==> src/rtl/lifi_tx_pkg.sv <==
// Shared types, sizes and helpers for the LiFi transmit wrapper.
// Walsh row masks and the serial CRC-4 step live here so that checkers can reuse them.
package lifi_tx_pkg;

    localparam int unsigned PAM_LEVEL_LOG = 2;
    localparam int unsigned HADAMARD      = 4;
    localparam int unsigned BIT_NUM       = 4;
    localparam int unsigned CRC_BITS      = 4;

    function automatic int unsigned data_bits_f(input int unsigned pam_log, input int unsigned hadamard);
        return pam_log * (hadamard - 1);
    endfunction

    function automatic int unsigned frame_bits_f(input int unsigned hadamard, input int unsigned bit_num);
        return hadamard * bit_num + CRC_BITS;
    endfunction

    localparam int unsigned DATA_BITS    = data_bits_f(PAM_LEVEL_LOG, HADAMARD);
    localparam int unsigned PAYLOAD_BITS = HADAMARD * BIT_NUM;
    localparam int unsigned FRAME_BITS   = frame_bits_f(HADAMARD, BIT_NUM);
    localparam int unsigned ROW_W        = $clog2(HADAMARD);
    localparam int unsigned BIT_CNT_W    = $clog2(PAYLOAD_BITS);

    localparam logic [CRC_BITS-1:0] CRC4_POLY = 4'b0011;
    localparam logic [CRC_BITS-1:0] CRC4_INIT = 4'b0000;

    typedef enum logic [1:0] {
        ST_IDLE   = 2'd0,
        ST_SPREAD = 2'd1,
        ST_CRC    = 2'd2,
        ST_HOLD   = 2'd3
    } tx_state_e;

    // Sylvester row k has +1 at column j when k&j has even parity.
    function automatic logic walsh_bit(input logic [ROW_W-1:0] k, input logic [ROW_W-1:0] j);
        return ~^(k & j);
    endfunction

    // One MSB-first step of x^4+x+1 division.
    function automatic logic [CRC_BITS-1:0] crc4_step(input logic [CRC_BITS-1:0] crc,
                                                      input logic                bit_in);
        logic fb;
        fb = crc[CRC_BITS-1] ^ bit_in;
        return {crc[CRC_BITS-2:0], 1'b0} ^ (fb ? CRC4_POLY : {CRC_BITS{1'b0}});
    endfunction

endpackage

==> src/rtl/crc4_serial_encoder.sv <==
// Bit-serial CRC-4 (x^4+x+1), MSB first, zero init, no reflection or final XOR.
module crc4_serial_encoder
    import lifi_tx_pkg::*;
(
    input  logic                clk,
    input  logic                resetn,
    input  logic                clear,
    input  logic                bit_in,
    input  logic                bit_valid,
    output logic [CRC_BITS-1:0] crc
);

    logic [CRC_BITS-1:0] crc_q;

    always_ff @(posedge clk or negedge resetn) begin
        if (!resetn) begin
            crc_q <= CRC4_INIT;
        end else if (clear) begin
            crc_q <= CRC4_INIT;
        end else if (bit_valid) begin
            crc_q <= crc4_step(crc_q, bit_in);
        end
    end

    assign crc = crc_q;

endmodule

==> src/rtl/wrapper_transmitter.sv <==
// Transmit wrapper: PAM split, Walsh spreading onto rows 1..H-1, then serial CRC-4 append.
// Produces the exact frame word the receive wrapper consumes; one frame in flight at a time.
module wrapper_transmitter
    import lifi_tx_pkg::*;
(
    input  logic                  clk,
    input  logic                  resetn,
    input  logic [DATA_BITS-1:0]  in_data,
    input  logic                  in_valid,
    output logic                  in_ready,
    output logic [FRAME_BITS-1:0] out_data,
    output logic                  out_valid,
    input  logic                  out_ready
);

    tx_state_e                               state_q, state_d;
    logic [DATA_BITS-1:0]                    data_q, data_d;
    logic [HADAMARD-1:0][BIT_NUM-1:0]        chips_q, chips_d;
    logic [ROW_W-1:0]                        row_q, row_d;
    logic [BIT_CNT_W-1:0]                    bit_q, bit_d;
    logic [FRAME_BITS-1:0]                   out_data_q, out_data_d;
    logic                                    out_valid_q, out_valid_d;
    logic                                    in_ready_q, in_ready_d;

    logic [PAM_LEVEL_LOG-1:0]                sym_c;
    logic [PAYLOAD_BITS-1:0]                 payload_c;
    logic                                    crc_bit_c;
    logic                                    crc_clear_c;
    logic                                    crc_valid_c;
    logic [CRC_BITS-1:0]                     crc_c;

    // Current row's symbol and the chip vector packed chip0-first.
    always_comb begin
        sym_c     = '0;
        payload_c = '0;
        for (int k = 1; k < int'(HADAMARD); k++) begin
            if (row_q == ROW_W'(k)) begin
                sym_c = data_q[(int'(HADAMARD) - 1 - k) * int'(PAM_LEVEL_LOG) +: PAM_LEVEL_LOG];
            end
        end
        for (int j = 0; j < int'(HADAMARD); j++) begin
            payload_c[(int'(HADAMARD) - 1 - j) * int'(BIT_NUM) +: BIT_NUM] = chips_q[j];
        end
    end

    assign crc_bit_c = payload_c[BIT_CNT_W'(PAYLOAD_BITS - 1) - bit_q];

    crc4_serial_encoder u_crc (
        .clk       (clk),
        .resetn    (resetn),
        .clear     (crc_clear_c),
        .bit_in    (crc_bit_c),
        .bit_valid (crc_valid_c),
        .crc       (crc_c)
    );

    always_ff @(posedge clk or negedge resetn) begin
        if (!resetn) begin
            state_q     <= ST_IDLE;
            data_q      <= '0;
            chips_q     <= '0;
            row_q       <= '0;
            bit_q       <= '0;
            out_data_q  <= '0;
            out_valid_q <= 1'b0;
            in_ready_q  <= 1'b1;
        end else begin
            state_q     <= state_d;
            data_q      <= data_d;
            chips_q     <= chips_d;
            row_q       <= row_d;
            bit_q       <= bit_d;
            out_data_q  <= out_data_d;
            out_valid_q <= out_valid_d;
            in_ready_q  <= in_ready_d;
        end
    end

    always_comb begin
        state_d     = state_q;
        data_d      = data_q;
        chips_d     = chips_q;
        row_d       = row_q;
        bit_d       = bit_q;
        out_data_d  = out_data_q;
        crc_clear_c = 1'b0;
        crc_valid_c = 1'b0;

        unique case (state_q)
            ST_IDLE: begin
                if (in_valid && in_ready_q) begin
                    data_d      = in_data;
                    chips_d     = '0;
                    row_d       = ROW_W'(1);
                    bit_d       = '0;
                    crc_clear_c = 1'b1;
                    state_d     = ST_SPREAD;
                end
            end
            ST_SPREAD: begin
                for (int j = 0; j < int'(HADAMARD); j++) begin
                    if (walsh_bit(row_q, ROW_W'(j))) begin
                        chips_d[j] = chips_q[j] + BIT_NUM'(sym_c);
                    end
                end
                row_d = row_q + ROW_W'(1);
                if (row_q == ROW_W'(HADAMARD - 1)) begin
                    bit_d   = '0;
                    state_d = ST_CRC;
                end
            end
            ST_CRC: begin
                crc_valid_c = 1'b1;
                bit_d       = bit_q + BIT_CNT_W'(1);
                // Last bit: fold it in here so the frame loads on the same edge.
                if (bit_q == BIT_CNT_W'(PAYLOAD_BITS - 1)) begin
                    out_data_d = {payload_c, crc4_step(crc_c, crc_bit_c)};
                    state_d    = ST_HOLD;
                end
            end
            ST_HOLD: begin
                if (out_ready) begin
                    state_d = ST_IDLE;
                end
            end
            default: state_d = ST_IDLE;
        endcase

        in_ready_d  = (state_d == ST_IDLE);
        out_valid_d = (state_d == ST_HOLD);
    end

    assign in_ready  = in_ready_q;
    assign out_valid = out_valid_q;
    assign out_data  = out_data_q;

endmodule

==> config.mk <==
export PLATFORM = sky130hd
export DESIGN_NAME = wrapper_transmitter
export DESIGN_NICKNAME = d
export VERILOG_FILES = /design/src/rtl/lifi_tx_pkg.sv /design/src/rtl/crc4_serial_encoder.sv /design/src/rtl/wrapper_transmitter.sv
export SDC_FILE = /design/constraint.sdc
export NUM_CORES = 1
export LEC_CHECK = 0
export CELL_PAD_IN_SITES_DETAIL_PLACEMENT = 1
export CELL_PAD_IN_SITES_GLOBAL_PLACEMENT = 1
export CORE_UTILIZATION = 50
export CTS_BUF_LIST = sky130_fd_sc_hd__clkbuf_4 sky130_fd_sc_hd__clkbuf_8
export CTS_CLUSTER_SIZE = 8
export DETAILED_ROUTE_END_ITERATION = 8
export PLACE_DENSITY_LB_ADDON = 0.2
export REMOVE_ABC_BUFFERS = 1
export SLEW_MARGIN = 5
export SYNTH_ARGS = -nofsm -noshare
export SYNTH_HDL_FRONTEND = slang
export SYNTH_SLANG_ARGS = --single-unit
==> constraint.sdc <==
create_clock -name clk -period 6.37 [get_ports clk]
set_input_delay 1.274 -clock clk [delete_from_list [all_inputs] [get_ports clk]]
set_output_delay 1.274 -clock clk [all_outputs]
set_load 0.01 [all_outputs]
Word-level counts from Yosys, hierarchy flattened
Cells that the tools add are included.
{"block": "word_totals", "register_bits": 56, "latch_bits": 0, "mem_bits_rw": 0, "romBits": 0, "inputBits": 10, "out_inout_bits": 22, "elab_cells": 77, "memories": 0}
{"block": "classes", "addsub": 7, "mul": 0, "div_mod_pow": 0, "order_cmp": 1, "eq_ne": 13, "n_shift": 0, "mux": 26, "bitwise_logic": 2, "n_reduce_logical": 16}
{"op": "case mux 16 bit (2 select lines)", "count": 1}
{"op": "two-way mux 4 bit", "count": 7}
{"op": "two-way mux 2 bit", "count": 9}
{"op": "adder 4 x 2 -> 4 bit", "count": 4}
{"op": "two-way mux 16 bit", "count": 1}
{"op": "case mux 4 bit (3 select lines)", "count": 1}
{"op": "AND reduction 3 bit", "count": 4}
{"op": "== test 2 bit, second input constant", "count": 5}
{"op": "inequality test 2 bit, second input constant", "count": 5}
{"op": "case mux 2 bit (4 select lines)", "count": 1}
{"op": "AND reduction 2 bit", "count": 3}
{"op": "XNOR reduction 2 bit", "count": 3}
{"op": "less-than comparator 4 x 5 -> 1 bit, second input constant", "count": 1}
{"op": "adder 4 x 1 -> 4 bit, second input constant", "count": 1}
{"op": "binary-select mux 1 bit (select 4 bit)", "count": 1}
{"op": "== test 2 x 1 -> 1 bit, second input constant", "count": 2}
{"op": "== test 4 bit, second input constant", "count": 1}
{"op": "logical NOT 2 bit", "count": 2}
{"op": "two-way mux 1 bit", "count": 4}
{"op": "case mux 2 bit (2 select lines)", "count": 1}
{"op": "nonzero test 2 bit", "count": 2}
{"op": "subtractor 4 bit, first input constant", "count": 1}
{"op": "XOR 4 bit", "count": 1}
{"op": "nonzero test 3 bit", "count": 1}
{"op": "3 further kinds", "count": 3}

Logic depth before layout (Yosys ltp)
Gate-level depths: netlist of the first run.
{"block": "logic_depth", "depth_word": 8, "depth_mapped": 12, "depth_no_buf": 12}

Hierarchy
From an unflattened synthesis of the first run, not the netlist that was laid out.
{"block": "hier_totals", "hier_cells": 251, "area_unflattened_um2": 2791.4}
{"mod": "wrapper_transmitter", "n_inst": 1, "cells_per_inst": 234, "area_per_inst_um2": 2602.5, "seq_area_each_um2": 1302.5}
{"mod": "crc4_serial_encoder", "n_inst": 1, "cells_per_inst": 17, "area_per_inst_um2": 188.9, "seq_area_each_um2": 100.1}

Least setup slack after synthesis of the first run
No wires, ideal clock.
{"block": "synth_timing", "path_kind": "reg2reg", "from": "reg row_q[0]", "to": "reg chips_q[2] in the netlist's numbering", "setup_time_ps": 125, "arrival_ps": 2280, "t_required_ps": 6245, "setup_slack_ps": 3966, "stages_incl_launch_ff": 12, "n_path_buf": 0, "synth_period_minus_slack_ps": 2404, "cell_sequence": "dfrtp_1 -> inv_1 -> ha_1 -> nor2_1 -> a21oi_1 -> o21ai_0 -> ha_1 -> inv_1 -> fa_1 -> nor2_1 -> nor2_1 -> mux2_2"}
{"block": "synth_between", "elab_chain_cells": 6, "elab_cells_between_ends": 8, "classes_between": "add/sub: 1; eq/ne: 3; mux: 4"}
{"item": "from (decl)", "line": "wrapper_transmitter.sv:19", "source": "logic [ROW_W-1:0] row_q, row_d;"}
{"item": "from (signal assigned)", "line": "wrapper_transmitter.sv:71", "source": "row_q <= row_d;"}
{"item": "== test 2 x 1 -> 1 bit", "line": "wrapper_transmitter.sv:37", "source": "if (row_q == ROW_W'(k)) begin"}
{"item": "two-way mux 2 bit (2 in a row)", "line": "wrapper_transmitter.sv:37"}
{"item": "two-way mux 2 bit (*)", "line": "wrapper_transmitter.sv:37"}
{"item": "adder 4 x 2 -> 4 bit (*)", "line": "wrapper_transmitter.sv:103", "source": "chips_d[j] = chips_q[j] + BIT_NUM'(sym_c);"}
{"item": "case mux 16 bit (2 select lines) (*)", "line": "wrapper_transmitter.sv:89", "source": "unique case (state_q)"}
{"item": "to (signal assigned)", "line": "wrapper_transmitter.sv:70", "source": "chips_q <= chips_d;"}
{"item": "to (decl)", "line": "wrapper_transmitter.sv:18", "source": "logic [HADAMARD-1:0][BIT_NUM-1:0] chips_q, chips_d;"}
Mark *: on every way between the ends. The rest lies on a longest branch, timed or not.
A chain may end at the register's enable or synchronous reset.

Final worst setup path of the first run
Ends and elaborated chain as after synthesis.

==> impl_metrics.tcl, run 1 <==
set metrics [dict create \
    gr-usage-all-layers 0.224 \
    fin_util 0.622 \
    yosys_warnings 0 \
    crit_arrival_ps 3100 \
    die_w_um 76.7 \
    required_ps 6570 \
    yosysTopAreaCell "dfrtp_1" \
    wl_per_cell_um 18.0 \
    areaGrowthSynthToFinish_pct 16.9 \
    die-area_mm2 0.00588 \
    ios 32 \
    grt_pass1_wl_mm 10.3 \
    place_ws_ps 3500 \
    place_area_mm2 0.00316 \
    yosysUniqueCellTypes 41 \
    cts_tree "built" \
    hpwl_mm 4.29 \
    tns_ps 0 \
    fin_cells 331 \
    coreArea_mm2 0.00524 \
    cpMostUsedCell "nor2_1" \
    die_h_um 76.7 \
    clock-root-buffer "clkbuf_8" \
    mostFrequentLayoutCells "dfrtp_1 (55), clkdlybuf4s50_1 (30), mux2_2 (25)" \
    endpoint_kind "register" \
    worstSetupPathType "register to register" \
    cts.repair.resized 0 \
    clk_pin_slew_ps 90 \
    final-setup-viol-count 0 \
    synth.top_cell.area_share 0.494 \
    h-tree-depth 2 \
    postCtsSetupRepairBufs 0 \
    async_flop_share 1.00 \
    slew_violations 0 \
    start_kind "register" \
    cts_hold_buf 0 \
    antenna_found_initial 0 \
    fmax_mhz 345 \
    status "completed" \
    period_share 0.455 \
    fin_area_mm2 0.00326 \
    vias 1860 \
    multi_input_area_mm2 0.00131 \
    peakVddDrop_uv 171 \
    min_period_ps 2900 \
    ys.flop_type "dfrtp_1" \
    power-per-cell-area_mw_per_mm2 431 \
    numCtsBuffers 5 \
    holdWs_ps 496 \
    synth_seq_cells 56 \
    ant_nets 0 \
    syn_area_mm2 0.00279 \
    final-seq-area_mm2 0.00140 \
    rsz0062_at_grt "no" \
    slew_headroom 0.241 \
    max-cap-violations 0 \
    clk_path_buf_depth 2 \
    n_antenna_cell 0 \
    port_buffers 31 \
    clkSinkCount 56 \
    worst_clock_skew_ps 7.79 \
    drc 0 \
    power.total_mw 1.40 \
    drive_gt1_frac 0.176 \
    synth.avg_cell_area_um2 12.1 \
    layout_commonest_cell "dfrtp_1" \
    final_nets 286 \
    syn_inst 230 \
    numPlacedInstances 323 \
    start_util 0.532 \
    place.gp.congestion 0.726 \
    critPathMaxStageDelay_ps 510 \
    overflow 0 \
    drt-initial-drc-count 80 \
    worstPathMaxFanout 9 \
    synth_edf_count 0 \
    crit_chain "inv_1 > ha_1 > nor2_1 > a21oi_1 > o21ai_0 > ha_1 > inv_1 > fa_1 > nor2_1 > nor2_1 > mux2_2" \
    synth.yosys.seq_area_share 0.503 \
    p_leak_nw 1.47 \
    clk_latency_ps 310 \
    hp-class "register to register" \
    synth_area_leaders "dfrtp_1 (49%), mux2_2 (10%), ha_1 (5.4%)" \
    n_fill_cell 536 \
    worstMarginPinSlew_ps 1140 \
    hold_viol 0 \
    grt_max_degree 57 \
    dr.pass1.iters 4 \
    fin_ws_ps 3470 \
    via_per_inst 5.62 \
    finalWirelength_mm 5.94 \
    critPathSlowestCell "o21ai_0" \
    num_rows 26 \
    grt_pass1_vias 2079 \
]
## worst max-delay path: cells and delay by family (launching register included)
family | cells | cell delay [ps]
AO/OA/AOI/OAI | 2 | 560
AND/OR/NAND/NOR | 3 | 330
adder cells (fa/ha/maj) | 3 | 970
buffers and inverters | 2 | 180
multiplexers | 1 | 260
flip-flops | 1 | 500
## report_power, final
part	internal (mW)	switching, mW	total (mW)
Sequential	0.468	0.147	0.615
Clock	0.0975	0.110	0.208
Combinational	0.296	0.285	0.581
## layer usage
metal,vias up,share of wire,track usage
li1,863,-,-
met1,953,0.44,0.270
met2,32,0.52,0.402
met3,12,0.025,0.0393
met4,0,0.017,0.0712
met5,-,0,0
## logic make-up after synthesis
kind of cell,Yosys count,share of synthesized area
fa+ha+maj,16,0.0826
buf+inv,21,0.0332
compound gates,35,0.0817
simple gates,54,0.0956
xor+xnor,13,0.0408
flops,56,0.503
mux,35,0.163
## final cells by class
| class | count | area share |
|---|---|---|
| inverter | 11 | 0.0127 |
| sequential | 56 | 0.430 |
| tap | 70 | 0.0269 |
| multi-input combinational | 153 | 0.402 |
| timing repair buffer | 33 | 0.0983 |
| clock buffer | 8 | 0.0299 |
## state kept, by name, summed over array words and instances (netlist names)
name	count
out_data	20
chips_q	16
data_q	6
bit_q	4
u_crc.crc	4
row_q	2
state_q	2
in_ready	1
out_valid	1
## synth_stat cells, types with 3 or more instances
| cell | n |
|---|---|
| ha_1 | 12 |
| a22o_1 | 6 |
| nor2_1 | 15 |
| fa_1 | 4 |
| xnor2_1 | 10 |
| clkbuf_1 | 5 |
| xor2_1 | 3 |
| mux4_2 | 3 |
| mux2_2 | 25 |
| nand2_1 | 16 |
| nand2b_1 | 3 |
| a21oi_1 | 10 |
| o21ai_0 | 8 |
| a21o_1 | 3 |
| mux2i_1 | 3 |
| nor3_1 | 5 |
| dfrtp_1 | 55 |
| nor2b_1 | 3 |
| inv_1 | 11 |
## path summary, 6_finish.rpt
check                             startpoint  slack [ps]  depth (start not counted)           end
worst min-delay path            out_data[18]         500                          1  out_data[18]
worst min register to register  out_data[18]         500                          1  out_data[18]
worst max register to register      row_q[0]        3470                         11    chips_q[2]
worst max-delay path                row_q[0]        3470                         11    chips_q[2]
min in group asynchronous             resetn        1090                          2     out_valid
max in group asynchronous             resetn        4800                          2   chips_q[10]
No activity file was read; power rests on OpenSTA's default activity.
==> inputs of run 2 (changes only) <==
--- a/config.mk
+++ b/config.mk
@@ -7,7 +7,7 @@
 export LEC_CHECK = 0
 export CELL_PAD_IN_SITES_DETAIL_PLACEMENT = 1
 export CELL_PAD_IN_SITES_GLOBAL_PLACEMENT = 1
-export CORE_UTILIZATION = 50
+export CORE_UTILIZATION = 47
 export CTS_BUF_LIST = sky130_fd_sc_hd__clkbuf_4 sky130_fd_sc_hd__clkbuf_8
 export CTS_CLUSTER_SIZE = 8
 export DETAILED_ROUTE_END_ITERATION = 8
==> constraint.sdc (replaced) <==
create_clock -name clk -period 2.9 [get_ports clk]
set_input_delay 0.58 -clock clk [delete_from_list [all_inputs] [get_ports clk]]
set_output_delay 0.58 -clock clk [all_outputs]
set_load 0.01 [all_outputs]
==> run 2 against run 1 <==
Compared with the run above: die area grew 6.2%; worst setup slack worse by 3100 ps; clock skew fell by 2.0 ps; first-iteration DRC count is 31% lower; largest power group unchanged; combinational power increased by 120%; wire length is 2.8% lower; sequential power rose by 120%.
==> impl_metrics.tcl, run 2 (synthesis results as in run 1) <==
set metrics [dict create \
    numPlacedInstances 328 \
    place.gp.congestion 0.729 \
    p_sw_frac 0.385 \
    worstMarginPinSlew_ps 678 \
    worst_clock_skew_ps 5.80 \
    fin_util 0.587 \
    max-cap-violations 0 \
    power-per-cell-area_mw_per_mm2 935 \
    worstSetupPathType "register to register" \
    fin_cells 336 \
    p_switching_mw 1.19 \
    coreArea_mm2 0.00561 \
    n_antenna_cell 0 \
    port_buffers 31 \
    drt-initial-drc-count 55 \
    largest_register_ffs 20 \
    hp-class "input port to asynchronous set/reset pin" \
    slew_headroom 0.548 \
    num_rows 27 \
    slew_violations 0 \
    cts_tree "built" \
    finalWirelength_mm 5.77 \
    fin_area_mm2 0.00329 \
    final_nets 289 \
    antenna_found_initial 0 \
    cts_hold_buf 0 \
    tns_ps 0 \
    die_h_um 79.0 \
    p_int_mw 1.89 \
    combPwrFrac 0.420 \
    h-tree-depth 2 \
    cts.repair.resized 0 \
    p_leak_nw 1.49 \
    start_kind "register" \
    rsz0062_at_grt "no" \
    clk_pin_slew_ps 100 \
    mostFrequentLayoutCells "dfrtp_1 (55), clkdlybuf4s50_1 (30), mux2_2 (25)" \
    status "completed" \
    drc 0 \
    layout_commonest_cell "dfrtp_1" \
    grt_max_degree 30 \
    ios 32 \
    fmax_mhz 393 \
    worstPathMaxFanout 9 \
    period_share 0.877 \
    reg2reg_depth 11 \
    die-area_mm2 0.00624 \
    gr-usage-all-layers 0.211 \
    final-setup-viol-count 0 \
    timing.rr.end "chips_q[14]" \
    grt_pass1_wl_mm 10.1 \
    endpoint_kind "register" \
    clkSinkCount 56 \
    rr_startpoint "row_q[0]" \
    areaGrowthSynthToFinish_pct 18.1 \
    via_per_inst 5.59 \
    seq_power_share 0.437 \
    hold_viol 0 \
    start_util 0.497 \
    dr.pass1.iters 4 \
    wl_per_cell_um 17.2 \
    drive_gt1_frac 0.186 \
    peakVddDrop_uv 487 \
    required_ps 3130 \
    vias 1877 \
    clk_path_buf_depth 2 \
    numCtsBuffers 5 \
    clk_latency_ps 300 \
    clock-root-buffer "clkbuf_8" \
    ant_nets 0 \
    postCtsSetupRepairBufs 0 \
    hpwl_mm 4.27 \
    power.total_mw 3.08 \
    die_w_um 79.0 \
    place_area_mm2 0.00320 \
    clkPwrFrac 0.143 \
    crit_arrival_ps 2780 \
    r2r_setup_slack_ps 360 \
    grt_pass1_vias 2032 \
    overflow 0 \
    min_period_ps 2540 \
]
run 2: cell type report:
cell class                 count  area (µm²)
clock buffer                   6        82.6
clock inverter                 2        10.0
fill                         601        2320
inverter                      11        41.3
multi-input combinational    153        1310
sequential                    56        1400
tap                           72        90.1
timing repair buffer          36         355
run 2: layer usage:
metal	global-route usage	part of all wire	vias to the layer above
li1	-	-	869
met1	0.280	0.47	974
met2	0.356	0.50	28
met3	0.0391	0.022	6
met4	0.0527	0.011	0
met5	0	0	-
run 2: worst max-delay path, cell delays in order (launching register included):
cell	delay, ps
dfrtp_1	520
inv_1	110
ha_1	250
nor2_1	130
a21oi_1	50
o21ai_0	150
buf_4	160
ha_1	160
inv_1	60
fa_1	380
or3_1	370
a21oi_1	140
run 2: power groups by stage:
stage / Combinational [mW] / Sequential (mW) / Clock [mW]
finish: 1.29 / 1.35 / 0.441
global route: 1.46 / 1.39 / 0.482
CTS: 1.31 / 1.35 / 0.456
detailed placement: 1.30 / 1.37 / 0
global placement: 1.24 / 1.35 / 0
floorplan: 0.892 / 1.27 / 0
run 2: worst max path at each step:
stage / from / to / slack (ps) / depth (start not counted)
2_1_floorplan: in_ready / chips_q[4] / 5 / 3
3_3_place_gp: row_q[0] / chips_q[14] / 490 / 11
3_5_place_dp: row_q[0] / chips_q[14] / 370 / 11
4_1_cts: row_q[0] / chips_q[14] / 350 / 11
5_1_grt: row_q[0] / chips_q[2] / 70 / 12
6_report: row_q[0] / chips_q[14] / 360 / 11
run 2: per-stage QoR:
stage               hold slack [ps]  setup WS (ps)
floorplan                       284           4.69
finish                          298            356
CTS                             329            346
global route                    332           72.9
global placement                470            495
detailed placement              478            373
==> inputs of run 3 (changes only) <==
--- a/config.mk
+++ b/config.mk
@@ -7,13 +7,14 @@
 export LEC_CHECK = 0
 export CELL_PAD_IN_SITES_DETAIL_PLACEMENT = 1
 export CELL_PAD_IN_SITES_GLOBAL_PLACEMENT = 1
-export CORE_UTILIZATION = 47
+export CORE_UTILIZATION = 46
 export CTS_BUF_LIST = sky130_fd_sc_hd__clkbuf_4 sky130_fd_sc_hd__clkbuf_8
 export CTS_CLUSTER_SIZE = 8
 export DETAILED_ROUTE_END_ITERATION = 8
-export PLACE_DENSITY_LB_ADDON = 0.2
+export PLACE_DENSITY_LB_ADDON = 0.1
 export REMOVE_ABC_BUFFERS = 1
 export SLEW_MARGIN = 5
 export SYNTH_ARGS = -nofsm -noshare
 export SYNTH_HDL_FRONTEND = slang
+export SYNTH_HIERARCHICAL = 1
 export SYNTH_SLANG_ARGS = --single-unit
==> run 3 against run 2 <==
Compared with the run above: synthesized cell count grew 9.1%; wire length grew 2.7%; non-clock buffer count grew 4; synthesized area grew 0.13%; sequential share of layout area grew 0.20 points; via count grew 4.6%; power shrank 4.9%; utilization shrank 3.0 points; critical endpoint unchanged; highest routed layer unchanged.
==> impl_metrics.tcl, run 3 <==
set metrics [dict create \
    tns_ps 0 \
    clkSinkCount 56 \
    clock-root-buffer "clkbuf_8" \
    cts.repair.resized 0 \
    die_h_um 79.9 \
    antenna_found_initial 0 \
    cts_tree "built" \
    yosys-top-cells-count "dfrtp_1 (55), nand2_1 (39), nor2_1 (16)" \
    hold_viol 0 \
    layout_commonest_cell "dfrtp_1" \
    drc 0 \
    p_leak_nw 1.50 \
    ys.flop_type "dfrtp_1" \
    rsz0062_at_grt "no" \
    clk_pin_slew_ps 100 \
    synth_most_common_cell "dfrtp_1" \
    slew_violations 0 \
    synth_area_leaders "dfrtp_1 (49%), mux2_2 (6.1%), ha_1 (5.4%)" \
    worstPathMaxFanout 9 \
    num_rows 28 \
    yosys_warnings 6 \
    via_per_inst 5.42 \
    final-setup-viol-count 0 \
    numCtsBuffers 5 \
    postCtsSetupRepairBufs 0 \
    r2r_setup_slack_ps 330 \
    synth_seq_cells 56 \
    holdWs_ps 201 \
    required_ps 3130 \
    grt_pass1_vias 2019 \
    worstMarginPinSlew_ps 646 \
    yosysTopAreaCell "dfrtp_1" \
    syn_area_mm2 0.00279 \
    startpoint "row_q[0]" \
    final-seq-area_mm2 0.00140 \
    slew_headroom 0.568 \
    start_util 0.474 \
    final_nets 313 \
    synth.avg_cell_area_um2 11.1 \
    ant_nets 0 \
    syn_inst 251 \
    dr.pass1.iters 4 \
    die_w_um 79.9 \
    grt_max_degree 21 \
    reg2reg_depth 11 \
    cts_hold_buf 0 \
    hpwl_mm 4.36 \
    grt_pass1_wl_mm 10.1 \
    drive_gt1_frac 0.132 \
    clkPwrFrac 0.144 \
    min_period_ps 2570 \
    crit_arrival_ps 2810 \
    max-cap-violations 0 \
    n_antenna_cell 0 \
    die-area_mm2 0.00638 \
    status "completed" \
    start_kind "register" \
    n_fill_cell 656 \
    worst_clock_skew_ps 6.83 \
    port_buffers 31 \
    period_share 0.888 \
    clk_path_buf_depth 2 \
    synth_edf_count 0 \
    ios 32 \
    wl_per_cell_um 16.4 \
    h-tree-depth 2 \
    areaGrowthSynthToFinish_pct 17.4 \
    overflow 0 \
    crit_end "chips_q[14]" \
    async_flop_share 1.00 \
    power.total_mw 2.93 \
    peakVddDrop_uv 395 \
    synth.top_cell.area_share 0.493 \
    p_int_mw 1.77 \
    p_switching_mw 1.16 \
    worstSetupPathType "register to register" \
    power-per-cell-area_mw_per_mm2 894 \
    p_sw_frac 0.395 \
    combPwrFrac 0.408 \
    fmax_mhz 388 \
    multi_input_area_mm2 0.00128 \
    synth.yosys.seq_area_share 0.502 \
    endpoint_kind "register" \
    seq_power_share 0.448 \
    clk_latency_ps 310 \
    largest_register_ffs 20 \
    place.gp.congestion 0.781 \
    timing.rr.end "chips_q[14]" \
    yosysUniqueCellTypes 43 \
    vias 1963 \
    mostFrequentLayoutCells "dfrtp_1 (55), nand2_1 (39), clkdlybuf4s50_1 (30)" \
    hp-class "input port to asynchronous set/reset pin" \
    rr_startpoint "row_q[0]" \
    gr-usage-all-layers 0.211 \
    drt-initial-drc-count 101 \
    finalWirelength_mm 5.93 \
    coreArea_mm2 0.00589 \
]
run 3: worst min-delay path by stage:
stage | to | cells past startpoint | slack [ps] | startpoint
2_1_floorplan | bit_q[0] | 0 | 280 | resetn
3_3_place_gp | data_q[1] | 2 | 460 | data_q[1]
3_5_place_dp | out_data[17] | 2 | 470 | out_data[17]
4_1_cts | out_data[9] | 1 | 210 | resetn
5_1_grt | out_data[10] | 1 | 220 | resetn
6_report | out_data[9] | 1 | 200 | resetn
run 3: kinds of logic after synthesis:
| kind of cell | synth area share |
|---|---|
| flops | 0.502 |
| simple gates | 0.126 |
| mux | 0.112 |
| fa+ha+maj | 0.0825 |
| buf+inv | 0.0385 |
| xor+xnor | 0.0377 |
| compound gates | 0.102 |
run 3: worst max-delay path, cell delays in order (launching register included):
cell and delay (ps):
dfrtp_1 530, inv_1 100, ha_1 250, nor2_1 120
a21oi_1 40, o21ai_0 150, buf_4 160, ha_1 180
inv_1 60, fa_1 370, or3_1 380, a21oi_1 160
run 3: final cells by class:
cell class                 instances  area share
clock buffer                       6      0.0233
timing repair buffer              40       0.114
sequential                        56       0.428
inverter                          12      0.0137
tap                               75      0.0286
clock inverter                     1     0.00153
multi-input combinational        172       0.391
run 3: routing by layer:
metal,global-route usage,up-vias,part of all wire
met5,0,-,0
met4,0.0500,0,0.0073
met3,0.0411,4,0.020
met2,0.350,26,0.50
met1,0.284,1001,0.48
li1,-,932,-
run 3: power by group through the flow:
stage          combinational [mW]  sequential, mW  clock (mW)
4_1_cts                      1.21            1.32       0.436
2_1_floorplan               0.850            1.25           0
5_1_grt                      1.35            1.36       0.460
3_3_place_gp                 1.14            1.32           0
3_5_place_dp                 1.20            1.33           0
6_report                     1.19            1.31       0.421
run 3: per-stage QoR:
| stage | cells | util | instance area (µm²) | setup slack (ps) |
|---|---|---|---|---|
| after floorplan | 240 | - | 2730 | 487 |
| after global placement | 355 | 0.543 | 3200 | 511 |
| after detailed placement | 355 | 0.543 | 3200 | 340 |
| after CTS | 362 | 0.557 | 3280 | 319 |
| after global routing | 362 | 0.557 | 3280 | 145 |
| final | 362 | 0.557 | 3280 | 325 |
